==> config.mk <==
export PLATFORM = sky130hd
export DESIGN_NAME = cpu_mem_responder
export DESIGN_NICKNAME = d
export VERILOG_FILES = /design/src/rtl/cpu_mem_responder.sv
export SDC_FILE = /design/constraint.sdc
export NUM_CORES = 2
export LEC_CHECK = 0
export ABC_CLOCK_PERIOD_IN_PS = 7700
export CAP_MARGIN = 20
export CORE_MARGIN = 4
export CORE_UTILIZATION = 45
export CTS_BUF_LIST = sky130_fd_sc_hd__clkbuf_8
export DETAILED_ROUTE_END_ITERATION = 7
export PLACE_DENSITY_LB_ADDON = 0.15
export SLEW_MARGIN = 20
export SYNTH_ARGS = -nofsm -noshare
export SYNTH_HDL_FRONTEND = slang
export SYNTH_SLANG_ARGS = --single-unit
==> constraint.sdc <==
create_clock -name clk -period 7.7 [get_ports clk]
set_clock_uncertainty 0.2 [all_clocks]
set_input_delay 1.54 -clock clk [delete_from_list [all_inputs] [get_ports clk]]
set_output_delay 1.54 -clock clk [all_outputs]
set_load 0.02 [all_outputs]
==> src/rtl/cpu_mem_responder.sv <==
// Word memory serving CPU fetch, read and store cycles, plus a byte-stream program loader that holds the CPU in reset.
// Define MEM_PARITY_EN to add a per-word even-parity bit with the par_inj/par_err ports.
module cpu_mem_responder #(
    parameter int DEPTH = 256,
    localparam int AW = $clog2(DEPTH)
) (
    input  logic          clk,
    input  logic          rst_n,
    input  logic [11:0]   cpu_addr,
    input  logic [15:0]   cpu_wdata,
    output logic [15:0]   cpu_rdata,
    input  logic          cpu_en,
    input  logic          cpu_rdwr,
    output logic          cpu_rst,
    input  logic          ld_mode,
    input  logic          ld_valid,
    input  logic [7:0]    ld_byte,
    output logic          ld_ready,
`ifdef MEM_PARITY_EN
    input  logic          par_inj,
    output logic          par_err,
`endif
    output logic [AW-1:0] ld_words
);

    localparam logic [1:0] RUN   = 2'd0;
    localparam logic [1:0] LD_LO = 2'd1;
    localparam logic [1:0] LD_HI = 2'd2;
    localparam logic [1:0] LD_WR = 2'd3;

    logic [1:0]    state_q, state_d;
    logic [15:0]   rdata_q, rdata_d;
    logic          rst_q;
    logic [AW-1:0] words_q, words_d;
    logic [7:0]    lo_q, lo_d;
    logic [7:0]    hi_q, hi_d;

    logic [15:0]   mem_q [DEPTH];
    logic [AW-1:0] cpu_idx;
    logic          cpu_rd;
    logic          cpu_wr;
    logic          mem_we;
    logic [AW-1:0] mem_waddr;
    logic [15:0]   mem_wdata;

    // Upper address bits deliberately alias onto the smaller memory.
    generate
        if (AW < 12) begin : g_alias
            logic unused_addr_hi;
            assign unused_addr_hi = ^cpu_addr[11:AW];
        end
    endgenerate

    assign cpu_idx  = cpu_addr[AW-1:0];
    assign cpu_rd   = (state_q == RUN) && cpu_en && !cpu_rdwr;
    assign cpu_wr   = (state_q == RUN) && cpu_en && cpu_rdwr;
    assign rdata_d  = cpu_rd ? mem_q[cpu_idx] : rdata_q;

    assign cpu_rdata = rdata_q;
    assign cpu_rst   = rst_q;
    assign ld_words  = words_q;
    assign ld_ready  = (state_q == LD_LO) || (state_q == LD_HI);

    always_comb begin
        state_d   = state_q;
        words_d   = words_q;
        lo_d      = lo_q;
        hi_d      = hi_q;
        mem_we    = 1'b0;
        mem_waddr = cpu_idx;
        mem_wdata = cpu_wdata;
        case (state_q)
            RUN: begin
                mem_we = cpu_wr;
                if (ld_mode) begin
                    state_d = LD_LO;
                    words_d = '0;
                end
            end
            LD_LO: begin
                if (ld_valid) begin
                    lo_d    = ld_byte;
                    state_d = LD_HI;
                end else if (!ld_mode) begin
                    state_d = RUN;
                end
            end
            LD_HI: begin
                if (ld_valid) begin
                    hi_d    = ld_byte;
                    state_d = LD_WR;
                end else if (!ld_mode) begin
                    state_d = RUN;
                end
            end
            default: begin
                // The assembled word is always committed, even if the host has just left load mode.
                mem_we    = 1'b1;
                mem_waddr = words_q;
                mem_wdata = {hi_q, lo_q};
                words_d   = words_q + AW'(1);
                state_d   = ld_mode ? LD_LO : RUN;
            end
        endcase
    end

    // The CPU is held in reset for exactly as long as the next state is a loader state.
    always_ff @(posedge clk or negedge rst_n) begin
        if (!rst_n) begin
            state_q <= RUN;
            rdata_q <= '0;
            rst_q   <= 1'b1;
            words_q <= '0;
            lo_q    <= '0;
            hi_q    <= '0;
        end else begin
            state_q <= state_d;
            rdata_q <= rdata_d;
            rst_q   <= (state_d != RUN);
            words_q <= words_d;
            lo_q    <= lo_d;
            hi_q    <= hi_d;
        end
    end

`ifdef MEM_PARITY_EN
    logic par_mem_q [DEPTH];
    logic par_err_q;
    logic par_wbit;

    assign par_wbit = (^mem_wdata) ^ par_inj;
    assign par_err  = par_err_q;

    always_ff @(posedge clk) begin
        if (mem_we) begin
            mem_q[mem_waddr]     <= mem_wdata;
            par_mem_q[mem_waddr] <= par_wbit;
        end
    end

    always_ff @(posedge clk or negedge rst_n) begin
        if (!rst_n) begin
            par_err_q <= 1'b0;
        end else if (cpu_rd) begin
            par_err_q <= (^mem_q[cpu_idx]) != par_mem_q[cpu_idx];
        end
    end
`else
    always_ff @(posedge clk) begin
        if (mem_we) begin
            mem_q[mem_waddr] <= mem_wdata;
        end
    end
`endif

endmodule

==> run summary <==
FF-to-FF End -> mem_q[73][0]$_DFFE_PP_
DR top layer -> met5
initial antenna violation count -> 22
share of layout cells above drive strength 1 -> 25.56%
clk buf depth -> 4
Clock transition at path regs -> 0.06 ns
drt first-iter violations -> 9,453
CTS resizes -> 0
first-pass GRT wire length -> 611,300 microns
die area -> 362,100 sq um
flop2flop setup slack -> 3.00 ns
fraction of registers with async set/reset -> 1.039%
CP Capture Type -> primary output
largest net degree at the start of global routing -> 177
Die Y -> 601.8 microns
VDD IR max -> 0.3527 mV
hold_buf cts -> 0
Power Density -> 271.0 nW/um^2
most common cell in the netlist -> edfxtp_1
PortBufs -> 63
DP HPWL -> 256,300 microns
Site Rows -> 217
Clock Latency Late Sink -> 1.19 ns
Int Power -> 0.03597 W
share of power burned in registers -> 55.0%
sequential fraction of the synthesis area -> 78.21%
worst min-delay path class -> in -> async
minimum clock period -> 5.034 ns
ANT nets after route -> 0
wl on met1 -> 176,800 microns
Clock Power Share -> 35.0%
Num Clock Sinks -> 4,139
final worst path period share -> 65.37%
RSZ-0062 raised after global routing -> false
switching power total -> 0.01253 W
Pins Over Slew Limit -> 0
reg2reg path depth -> 6
DRT Pass-1 Iters -> 6
number of max-cap violations -> 0
Die Width -> 601.8 microns
Core Footprint -> 350,200 sq um
syn avg cell area -> 21.46 sq um
Sw Share -> 25.84%
Synth Warn # -> 0
via-per-instance ratio -> 6.005
Final setup viols -> 0
IO Pins -> 68
vias in the first global route -> 80.41k
CP required -> 5.96 ns
Fin. Hold Viols -> 0
RD Place Congestion -> 0.8393
Synth Instances -> 7,393
Startpoint Class -> flip-flop
buffer count from post-CTS setup fixing -> 0
CTS tree -> yes
Util after Layout -> 51.10%
largest area contributor in the netlist -> edfxtp_1
Max Fanout on Critical Path -> 8
EDFF count, synth -> 4,096
Initial Utilization -> 45.29%
Area Overhead vs Synth -> 12.82%
Yosys reg bits -> 4,139
Rel. slew slack -> 12.37%
count of cell types in the netlist -> 55
total CTS buffers -> 666
critical setup path kind -> reg -> out
most frequent cells after synthesis -> edfxtp_1 (4,096), mux4_2 (853), mux2i_1 (365)
Final TNS setup -> 0 ns
Met3 Wirelength -> 34,170 microns
htree depth -> 6
Post-Syn Area -> 158,600 sq um
Worst Path Arrival -> 3.29 ns
CTS Root Cell -> clkbuf_8
syn nets -> 7,440
Synth area leaders -> edfxtp_1 (78%), mux4_2 (12%), mux2i_1 (2.3%)
Most used DFF post-synth -> edfxtp_1
total gr overflow -> 0
Routed WL per cell -> 32.79 microns
FF-to-FF Start -> state_q[1]$_DFF_PN0_
top cell type's share of synthesized area -> 77.53%
routed length on met2 -> 205,400 microns
fmax -> 0.1987 GHz
final wirelength -> 433,800 microns
total number of vias -> 79.44k
Worst-Margin Slew -> 1.314 ns
Gate power share -> 10.0%
layout net count -> 8,174
status -> completed
Leak -> 57.43 nW
DR DRC count -> 0
overall routing resource usage -> 23.61%
per-layer routing:
| metal | vias to the layer above | global-route usage, % |
|---|---|---|
| met5 | - | 0 |
| met4 | 12 | 8.834 |
| met3 | 731 | 4.530 |
| met2 | 3421 | 36.94 |
| met1 | 42560 | 33.20 |
| li1 | 32720 | - |
worst max-delay path, cell delays in order, from the launching register on:
cell and delay (ns):
dfrtp_1 0.46, inv_1 0.10, ha_1 0.57, buf_4 0.32
clkdlybuf4s50_1 0.66
power by group through the flow:
stage / registers [W] / logic [W] / clock network, W
floorplan: 0.0272 / 0.00232 / 0
global placement: 0.0271 / 0.00475 / 0
detailed placement: 0.0271 / 0.00492 / 0
CTS: 0.0267 / 0.00492 / 0.0174
global route: 0.0267 / 0.00513 / 0.0185
finish: 0.0267 / 0.00486 / 0.0170
sequential cells by signal (all words and copies together) (netlist names):
signal     flops
cpu_rdata     16
ld_words       8
state_q        2
hi_q           8
cpu_rst        1
mem_q       4096
lo_q           8
worst max-delay path by stage:
stage                               startpoint                       end  slack [ns]  depth (start not counted)
after CTS                 state_q[1]$_DFF_PN0_                  ld_ready        2.50                          4
final                     state_q[1]$_DFF_PN0_                  ld_ready        2.67                          4
after global placement             cpu_addr[4]  cpu_rdata[4]$_DFFE_PN0P_        1.47                          8
after floorplan                    cpu_addr[0]   mem_q[236][0]$_DFFE_PP_        3.21                          9
after global routing      state_q[1]$_DFF_PN0_                  ld_ready        2.53                          4
after detailed placement           cpu_addr[2]  cpu_rdata[0]$_DFFE_PN0P_        1.46                          9
cells by family after synthesis:
logic type	share of synthesized area [%]
compound gates	3.526
mux	14.86
buf+inv	1.366
fa+ha+maj	0.03943
flops	78.21
simple gates	1.999
placed cells by master (no fill, tap or decap), types with 16 or more instances in the layout:
| cell type | synthesis | layout |
|---|---|---|
| nor2_1 | 287 | 277 |
| nand3_1 | 106 | 89 |
| clkdlybuf4s50_1 | 0 | 56 |
| buf_4 | 33 | 415 |
| clkinv_2 | 0 | 41 |
| o22ai_1 | 132 | 131 |
| a21oi_1 | 60 | 60 |
| dfrtp_1 | 42 | 42 |
| edfxtp_1 | 4096 | 4096 |
| o221ai_1 | 94 | 94 |
| clkinv_1 | 1 | 140 |
| nand2_1 | 252 | 251 |
| a22oi_1 | 156 | 156 |
| nand3_2 | 0 | 17 |
| a211oi_1 | 75 | 75 |
| mux2_2 | 63 | 47 |
| a22o_1 | 78 | 78 |
| mux2i_1 | 365 | 365 |
| o211ai_1 | 18 | 18 |
| mux2_8 | 0 | 16 |
| mux4_2 | 853 | 853 |
| buf_12 | 0 | 37 |
| inv_1 | 11 | 259 |
| a31oi_1 | 31 | 31 |
| nor3_1 | 43 | 38 |
| clkbuf_8 | 0 | 674 |
| o21ai_0 | 44 | 44 |
per-stage QoR:
step | instances | worst slack, ns | instance area (sq um) | hold slack [ns] | power [W]
2_1_floorplan | 7393 | 3.213 | 158600 | 0.2737 | 0.02951
3_3_place_gp | 12060 | 1.470 | 167200 | 0.3168 | 0.03186
3_5_place_dp | 12060 | 1.465 | 167200 | 0.3273 | 0.03205
4_1_cts | 13220 | 2.495 | 178900 | 0.1702 | 0.04898
5_1_grt | 13220 | 2.529 | 179000 | 0.2682 | 0.05026
6_report | 13230 | 2.666 | 179000 | 0.3038 | 0.04851
final cells by class:
cell class | count | area [sq um]
multi-input cells | 2794 | 32870
repair buffers | 513 | 4474
clock buffers | 674 | 9276
inverters | 13 | 55.05
well taps | 4599 | 5754
fillers | 27840 | 171300
diodes | 10 | 25.02
flip-flops and latches | 4139 | 124100
clock inverters | 487 | 2445
Note: power is estimated with default switching activity, not from simulation.
